File: src/rtl/vga_sync_decoder.sv
// Purpose: recovers pixel coordinates and timing lock from a sampled VGA h_sync/v_sync/blank_n stream.
// Latency: 2 clocks from an input pin transition to posx/posy/active/new_line/new_frame.
// Backpressure: none; a free-running pixel stream is consumed every clock. Option: VGA_DECODER_BLANK_CHECK_EN.
module vga_sync_decoder #(
    parameter int H_SYNC       = 96,
    parameter int H_BP         = 48,
    parameter int H_DISP       = 640,
    parameter int H_FP         = 16,
    parameter int V_SYNC       = 2,
    parameter int V_BP         = 33,
    parameter int V_DISP       = 480,
    parameter int V_FP         = 10,
    parameter int BAD_LINE_MAX = 4
) (
    input  logic        clk,
    input  logic        rst_n,
    input  logic        h_sync,
    input  logic        v_sync,
    input  logic        blank_n,
    output logic [9:0]  posx,
    output logic [9:0]  posy,
    output logic        active,
    output logic        new_line,
    output logic        new_frame,
    output logic        locked,
    output logic [7:0]  err_cnt,
    output logic [15:0] blank_err_cnt
);

    localparam int H_TOTAL = H_SYNC + H_BP + H_DISP + H_FP;
    localparam int V_TOTAL = V_SYNC + V_BP + V_DISP + V_FP;

    localparam logic [9:0] H_LAST   = 10'(H_TOTAL - 1);
    localparam logic [9:0] V_LAST   = 10'(V_TOTAL - 1);
    localparam logic [9:0] HA_START = 10'(H_SYNC + H_BP);
    localparam logic [9:0] HA_END   = 10'(H_SYNC + H_BP + H_DISP);
    localparam logic [9:0] VA_START = 10'(V_SYNC + V_BP);
    localparam logic [9:0] VA_END   = 10'(V_SYNC + V_BP + V_DISP);
    localparam logic [9:0] CNT_MAX  = 10'd1023;
    localparam logic [9:0] CNT_PRE  = 10'd1022;
    localparam logic [7:0] RUN_LAST = 8'(BAD_LINE_MAX - 1);

    typedef enum logic [1:0] {SEARCH, ALIGN, LOCKED} state_t;

    state_t     state, state_nxt;
    logic [7:0] bad_run, bad_run_nxt;
    logic       hs_q, hs_p, vs_q, vs_p;
    logic       h_edge, v_edge, v_pend, frame_start;
    logic [9:0] hcnt, vcnt, hcnt_nxt, vcnt_nxt;
    logic       sat_evt, line_bad, line_good, frame_bad, win_nxt;

    function automatic logic in_win(input logic [9:0] h, input logic [9:0] v);
        return (h >= HA_START) && (h < HA_END) && (v >= VA_START) && (v < VA_END);
    endfunction

    // Input sampling: current and previous sample; idle level 1 avoids a false edge at reset release
    always_ff @(posedge clk or negedge rst_n) begin
        if (!rst_n) begin
            hs_q <= 1'b1;
            hs_p <= 1'b1;
            vs_q <= 1'b1;
            vs_p <= 1'b1;
        end else begin
            hs_q <= h_sync;
            hs_p <= hs_q;
            vs_q <= v_sync;
            vs_p <= vs_q;
        end
    end

    // Edge detect, counter next values and line/frame timing checks
    always_comb begin
        h_edge      = hs_p & ~hs_q;
        v_edge      = vs_p & ~vs_q;
        frame_start = h_edge & (v_edge | v_pend);
        hcnt_nxt    = hcnt;
        vcnt_nxt    = vcnt;
        if (h_edge) begin
            hcnt_nxt = '0;
            if (v_edge || v_pend)
                vcnt_nxt = '0;
            else if (vcnt != CNT_MAX)
                vcnt_nxt = vcnt + 10'd1;
        end else if (hcnt != CNT_MAX) begin
            hcnt_nxt = hcnt + 10'd1;
        end
        // A saturated line is reported once on the way up; the edge that ends it is not re-checked
        sat_evt   = !h_edge && (hcnt == CNT_PRE);
        line_bad  = (h_edge && (hcnt != H_LAST) && (hcnt != CNT_MAX)) || sat_evt;
        line_good = h_edge && (hcnt == H_LAST);
        frame_bad = frame_start && (vcnt != V_LAST);
        win_nxt   = in_win(hcnt_nxt, vcnt_nxt);
    end

    // Line/frame counters and the pending v_sync edge awaiting the next h edge
    always_ff @(posedge clk or negedge rst_n) begin
        if (!rst_n) begin
            hcnt   <= CNT_MAX;
            vcnt   <= CNT_MAX;
            v_pend <= 1'b0;
        end else begin
            hcnt   <= hcnt_nxt;
            vcnt   <= vcnt_nxt;
            v_pend <= h_edge ? 1'b0 : (v_pend | v_edge);
        end
    end

    // Lock FSM next state and consecutive bad-line run tracking
    always_comb begin
        state_nxt   = state;
        bad_run_nxt = bad_run;
        case (state)
            SEARCH: begin
                bad_run_nxt = '0;
                if (frame_start)
                    state_nxt = ALIGN;
            end
            ALIGN: begin
                bad_run_nxt = '0;
                if (line_bad || frame_bad)
                    state_nxt = SEARCH;
                else if (frame_start)
                    state_nxt = LOCKED;
            end
            LOCKED: begin
                if (line_bad) begin
                    if (bad_run == RUN_LAST) begin
                        state_nxt   = SEARCH;
                        bad_run_nxt = '0;
                    end else begin
                        bad_run_nxt = bad_run + 8'd1;
                    end
                end else if (line_good) begin
                    bad_run_nxt = '0;
                end
                if (frame_bad)
                    state_nxt = SEARCH;
            end
            default: state_nxt = SEARCH;
        endcase
    end

    // FSM state register
    always_ff @(posedge clk or negedge rst_n) begin
        if (!rst_n) begin
            state   <= SEARCH;
            bad_run <= '0;
        end else begin
            state   <= state_nxt;
            bad_run <= bad_run_nxt;
        end
    end

    // Saturating error count; a bad line and bad frame together count once
    always_ff @(posedge clk or negedge rst_n) begin
        if (!rst_n)
            err_cnt <= '0;
        else if ((state != SEARCH) && (line_bad || frame_bad) && (err_cnt != 8'hFF))
            err_cnt <= err_cnt + 8'd1;
    end

    // Registered outputs, computed from next-state values to hold the 2-clock latency
    always_ff @(posedge clk or negedge rst_n) begin
        if (!rst_n) begin
            posx      <= '0;
            posy      <= '0;
            active    <= 1'b0;
            new_line  <= 1'b0;
            new_frame <= 1'b0;
            locked    <= 1'b0;
        end else begin
            posx      <= win_nxt ? (hcnt_nxt - HA_START) : '0;
            posy      <= win_nxt ? (vcnt_nxt - VA_START) : '0;
            active    <= win_nxt && (state_nxt == LOCKED);
            new_line  <= h_edge;
            new_frame <= frame_start;
            locked    <= (state_nxt == LOCKED);
        end
    end

`ifdef VGA_DECODER_BLANK_CHECK_EN
    logic bn_q, bn_p, win_cur;

    assign win_cur = in_win(hcnt, vcnt);

    // blank_n delayed twice so it lines up with the current hcnt/vcnt window
    always_ff @(posedge clk or negedge rst_n) begin
        if (!rst_n) begin
            bn_q <= 1'b1;
            bn_p <= 1'b1;
        end else begin
            bn_q <= blank_n;
            bn_p <= bn_q;
        end
    end

    // Count source blanking that disagrees with the recovered window while locked
    always_ff @(posedge clk or negedge rst_n) begin
        if (!rst_n)
            blank_err_cnt <= '0;
        else if ((state == LOCKED) && (bn_p != win_cur) && (blank_err_cnt != 16'hFFFF))
            blank_err_cnt <= blank_err_cnt + 16'd1;
    end
`else
    logic unused_blank;
    assign unused_blank  = blank_n;
    assign blank_err_cnt = '0;
`endif

endmodule

File: config.mk
export PLATFORM = sky130hd
export DESIGN_NAME = vga_sync_decoder
export DESIGN_NICKNAME = d
export VERILOG_FILES = /design/src/rtl/vga_sync_decoder.sv
export SDC_FILE = /design/constraint.sdc
export NUM_CORES = 1
export LEC_CHECK = 0
export ABC_AREA = 1
export BUFFER_PORTS_ARGS = -buffer_cell sky130_fd_sc_hd__buf_2
export CELL_PAD_IN_SITES_DETAIL_PLACEMENT = 1
export CELL_PAD_IN_SITES_GLOBAL_PLACEMENT = 1
export CORE_UTILIZATION = 35
export CTS_CLUSTER_DIAMETER = 80
export DETAILED_ROUTE_END_ITERATION = 8
export GPL_TIMING_DRIVEN = 0
export PLACE_DENSITY = 0.74
export SKIP_LAST_GASP = 1
export SLEW_MARGIN = 40
export SYNTH_ARGS = -nofsm -noshare
export SYNTH_HDL_FRONTEND = slang
export SYNTH_SLANG_ARGS = --single-unit
File: constraint.sdc
create_clock -name clk -period 6.1 [get_ports clk]
set_input_delay 0.305 -clock clk [delete_from_list [all_inputs] [get_ports clk]]
set_output_delay 0.305 -clock clk [all_outputs]
set_load 0.05 [all_outputs]
==> flow_summary.yaml <==
worst_setup_path:
  critPathBufInv: 1
  crit_family: "simple AND/OR/NAND/NOR gates"
  path_cells: "ha_1 > nand3_2 > nor2_2 > nand2_2 > nand2_2 > nor2_1 > nor2_1 > ha_1 > nand3_2 > nor2_1 > nand3_1 > nand3_1 > nand3_2 > buf_6 > nor2_2"
  cp_max_fo: 10
  cp.required_ns: 6.38
  cp-end-kind: "flop"
  worstSetupStartpoint: "vcnt[0]"
  path_class: "flop to flop"
  r2r_start: "vcnt[0]"
  crit_arrival_ns: 3.33
  cp_slowest_cell: "dfstp_2"
  crit_path_start_kind: "flop"
  slowest_delay_ns: 0.59
synthesis:
  yosys-top-cells-area: "dfrtp_1 (28%), dfstp_2 (16%), nand2_1 (9.8%), inv_1 (6.6%), nand3_1 (4.8%)"
  synth_top_family_by_area: "simple AND/OR/NAND/NOR gates"
  yosys.area.top_type: "dfrtp_1"
  synthTopCellsByCount: "nand2_1 (100), inv_1 (67), nor2_1 (46)"
  async_reset_ff_share_pct: 100
  synth.most_common_cell: "nand2_1"
  netlist-cell-type-count: 38
  avgSynthCellArea_um2: 8.14
  synth_edf_count: 0
  synth-seq-cells: 67
  yosysTopAreaCellShare_pct: 28.1
  synthCells: 471
  synthAdderAreaFrac_pct: 2.94
  synth_mux_area_share_pct: 0
  netlist_area_um2: 3830
  synth-simple-area-share_pct: 32.0
  synth_xor_xnor_area_share_pct: 4.80
  synth_compound_area_share_pct: 4.01
  yosysWarnings: 0
  ys_seq_area_share_pct: 44.5
  synth_flop_cell: "dfrtp_1"
run:
  cap_violations: 0
cells_and_area:
  drive_gt1_share_pct: 28.9
  antenna_cells: 0
  nets: 548
  syn_to_final_growth_pct: 17.5
  n_fill_cell: 1294
  final_util_pct: 43.1
grt:
  grt_antenna_before_repair: 0
  grt_first_pass_wirelength_um: 15600
  grt.overflow.total: 0
  grt_pass1_vias: 3268
  grt_max_degree: 46
  track_usage_pct: 17.4
sta:
  maxSlewHeadroom_pct: 66.3
  worst_slack_ns: 3.05
  worst_pin_slew_ns: 0.501
  period_needed_ns: 3.05
  max_freq_mhz: 328
  final-setup-viol-count: 0
  finalClockSkew_ns: 0.0107
  drv_slew: 0
  fin_crit_sh_pct: 50.0
  rsz0062_at_grt: "no"
  final_hold_viol_count: 0
  setup-tns-final_ns: 0
route:
  num_vias: 3097
  drc: 0
  drt-wirelength-per-cell_um: 13.4
  drt-pass1-iter-count: 4
  drt_iter0_markers: 81
  drt_wl_total_um: 9060
  postRouteAntennaNets: 0
  via_per_inst: 4.59
clock_tree:
  clkTransAtPathRegs_ns: 0.08
  cts_root_buf: "clkbuf_8"
  clk_latency_ns: 0.36
  cts_max_level: 3
  cts.path.max_buffers: 2
  clock_sinks: 67
  cts_tree: "done"
  cts_buffers: 9
worst_hold_path:
  min_from: "v_sync"
  hold_path_class: "input pin to flop"
floorplan:
  rows: 37
  die_width_um: 107
  initial_core_util_pct: 36.6
  die_h_um: 107
  num_io_pins: 53
  core_um2: 10500
  design.die.area_um2: 11400
placed_design:
  place_ws_ns: 3.06
  place_congestion: 0.855
  io_buffers: 35
  place_hpwl_um: 6890
power_and_ir_drop:
  p_leak_uw: 0.00236
  ir_worst_vdd_v: 0.000105
  power.density_nw_per_um2: 287
run_status:
  outcome: "completed"
[cell usage in the layout (no fill, tap or decap), types with 3 or more instances in the layout]
cell and n:
dfrtp_1 43, inv_1 67, buf_6 3, nand3_1 37
nor3_1 4, nand2_1 100, conb_1 16, nand3_2 7
o21ai_0 7, ha_1 9, xor2_1 13, nor2_4 4
buf_2 37, nor2_2 25, buf_4 17, nand2_2 11
xnor2_1 8, dfstp_2 24, a21oi_1 6, inv_2 6
nor2_1 46, clkbuf_8 9, nand4_1 10
[metrics by stage]
stage | area [um2] | total power (uW) | hold WS (ns) | instances
3_3_place_gp | 4240 | 860 | 0.359 | 657
4_1_cts | 4500 | 1310 | 0.0329 | 675
6_report | 4500 | 1290 | 0.0482 | 675
3_5_place_dp | 4270 | 878 | 0.179 | 658
2_1_floorplan | 3890 | 791 | 0.00941 | 486
5_1_grt | 4500 | 1370 | 0.0235 | 675
[registers in the layout (all words and copies together) (netlist names)]
signal,cells
active,1
bad_run,8
err_cnt,8
hcnt,10
hs_p,1
hs_q,1
locked,1
new_frame,1
new_line,1
posx,10
posy,10
state,2
v_pend,1
vcnt,10
vs_p,1
vs_q,1
[area by class of cell]
type | count | area [um2] | share of cell area (%)
Multi-Input combinational cell | 323 | 1740 | 38.6
Clock inverter | 7 | 101 | 2.25
Clock buffer | 9 | 124 | 2.75
Sequential cell | 67 | 1710 | 37.9
Timing Repair Buffer | 37 | 219 | 4.86
Inverter | 74 | 279 | 6.19
Tap cell | 136 | 170 | 3.78
Buffer | 22 | 165 | 3.67
[metal layers]
layer / vias to the layer above / wire length [um] / GRT usage [%]
li1: 1558 / - / -
met1: 1496 / 3930 / 21.0
met2: 32 / 4780 / 30.8
met3: 11 / 225 / 4.07
met4: 0 / 124 / 4.99
met5: - / 0 / 0
[cell families after synthesis]
kind of cell | Yosys count
other | 1
AOI/OAI and AO/OA | 25
and+or+nand+nor | 252
DFF | 67
xor gates and xnor gates | 21
buffers and inverters | 96
adders and majority gates | 9
[repair_timing]
item / in CTS / in global routing
setup buffers: 0 / 0
setup endpoints to repair: 0 / 0
hold buffers: 1 / 0
endpoints found under the hold margin: 20 / 0
resized for setup: 0 / 0
[power breakdown]
part | switching (uW) | internal [uW]
combinational | 231 | 98.1
clock | 192 | 233
sequential | 41.5 | 496
[worst paths after layout]
path	endpoint	slack, ns	depth (start not counted)
hold reg to reg	vs_p	0.37	0
min in group asynchronous	bad_run[1]	0.36	2
setup reg to reg	posy[5]	3.05	15
hold / removal	vs_q	0.05	1
max in group asynchronous	vcnt[1]	5.17	3
setup / recovery	posy[5]	3.05	15
Power figures use the tool's default switching activity.
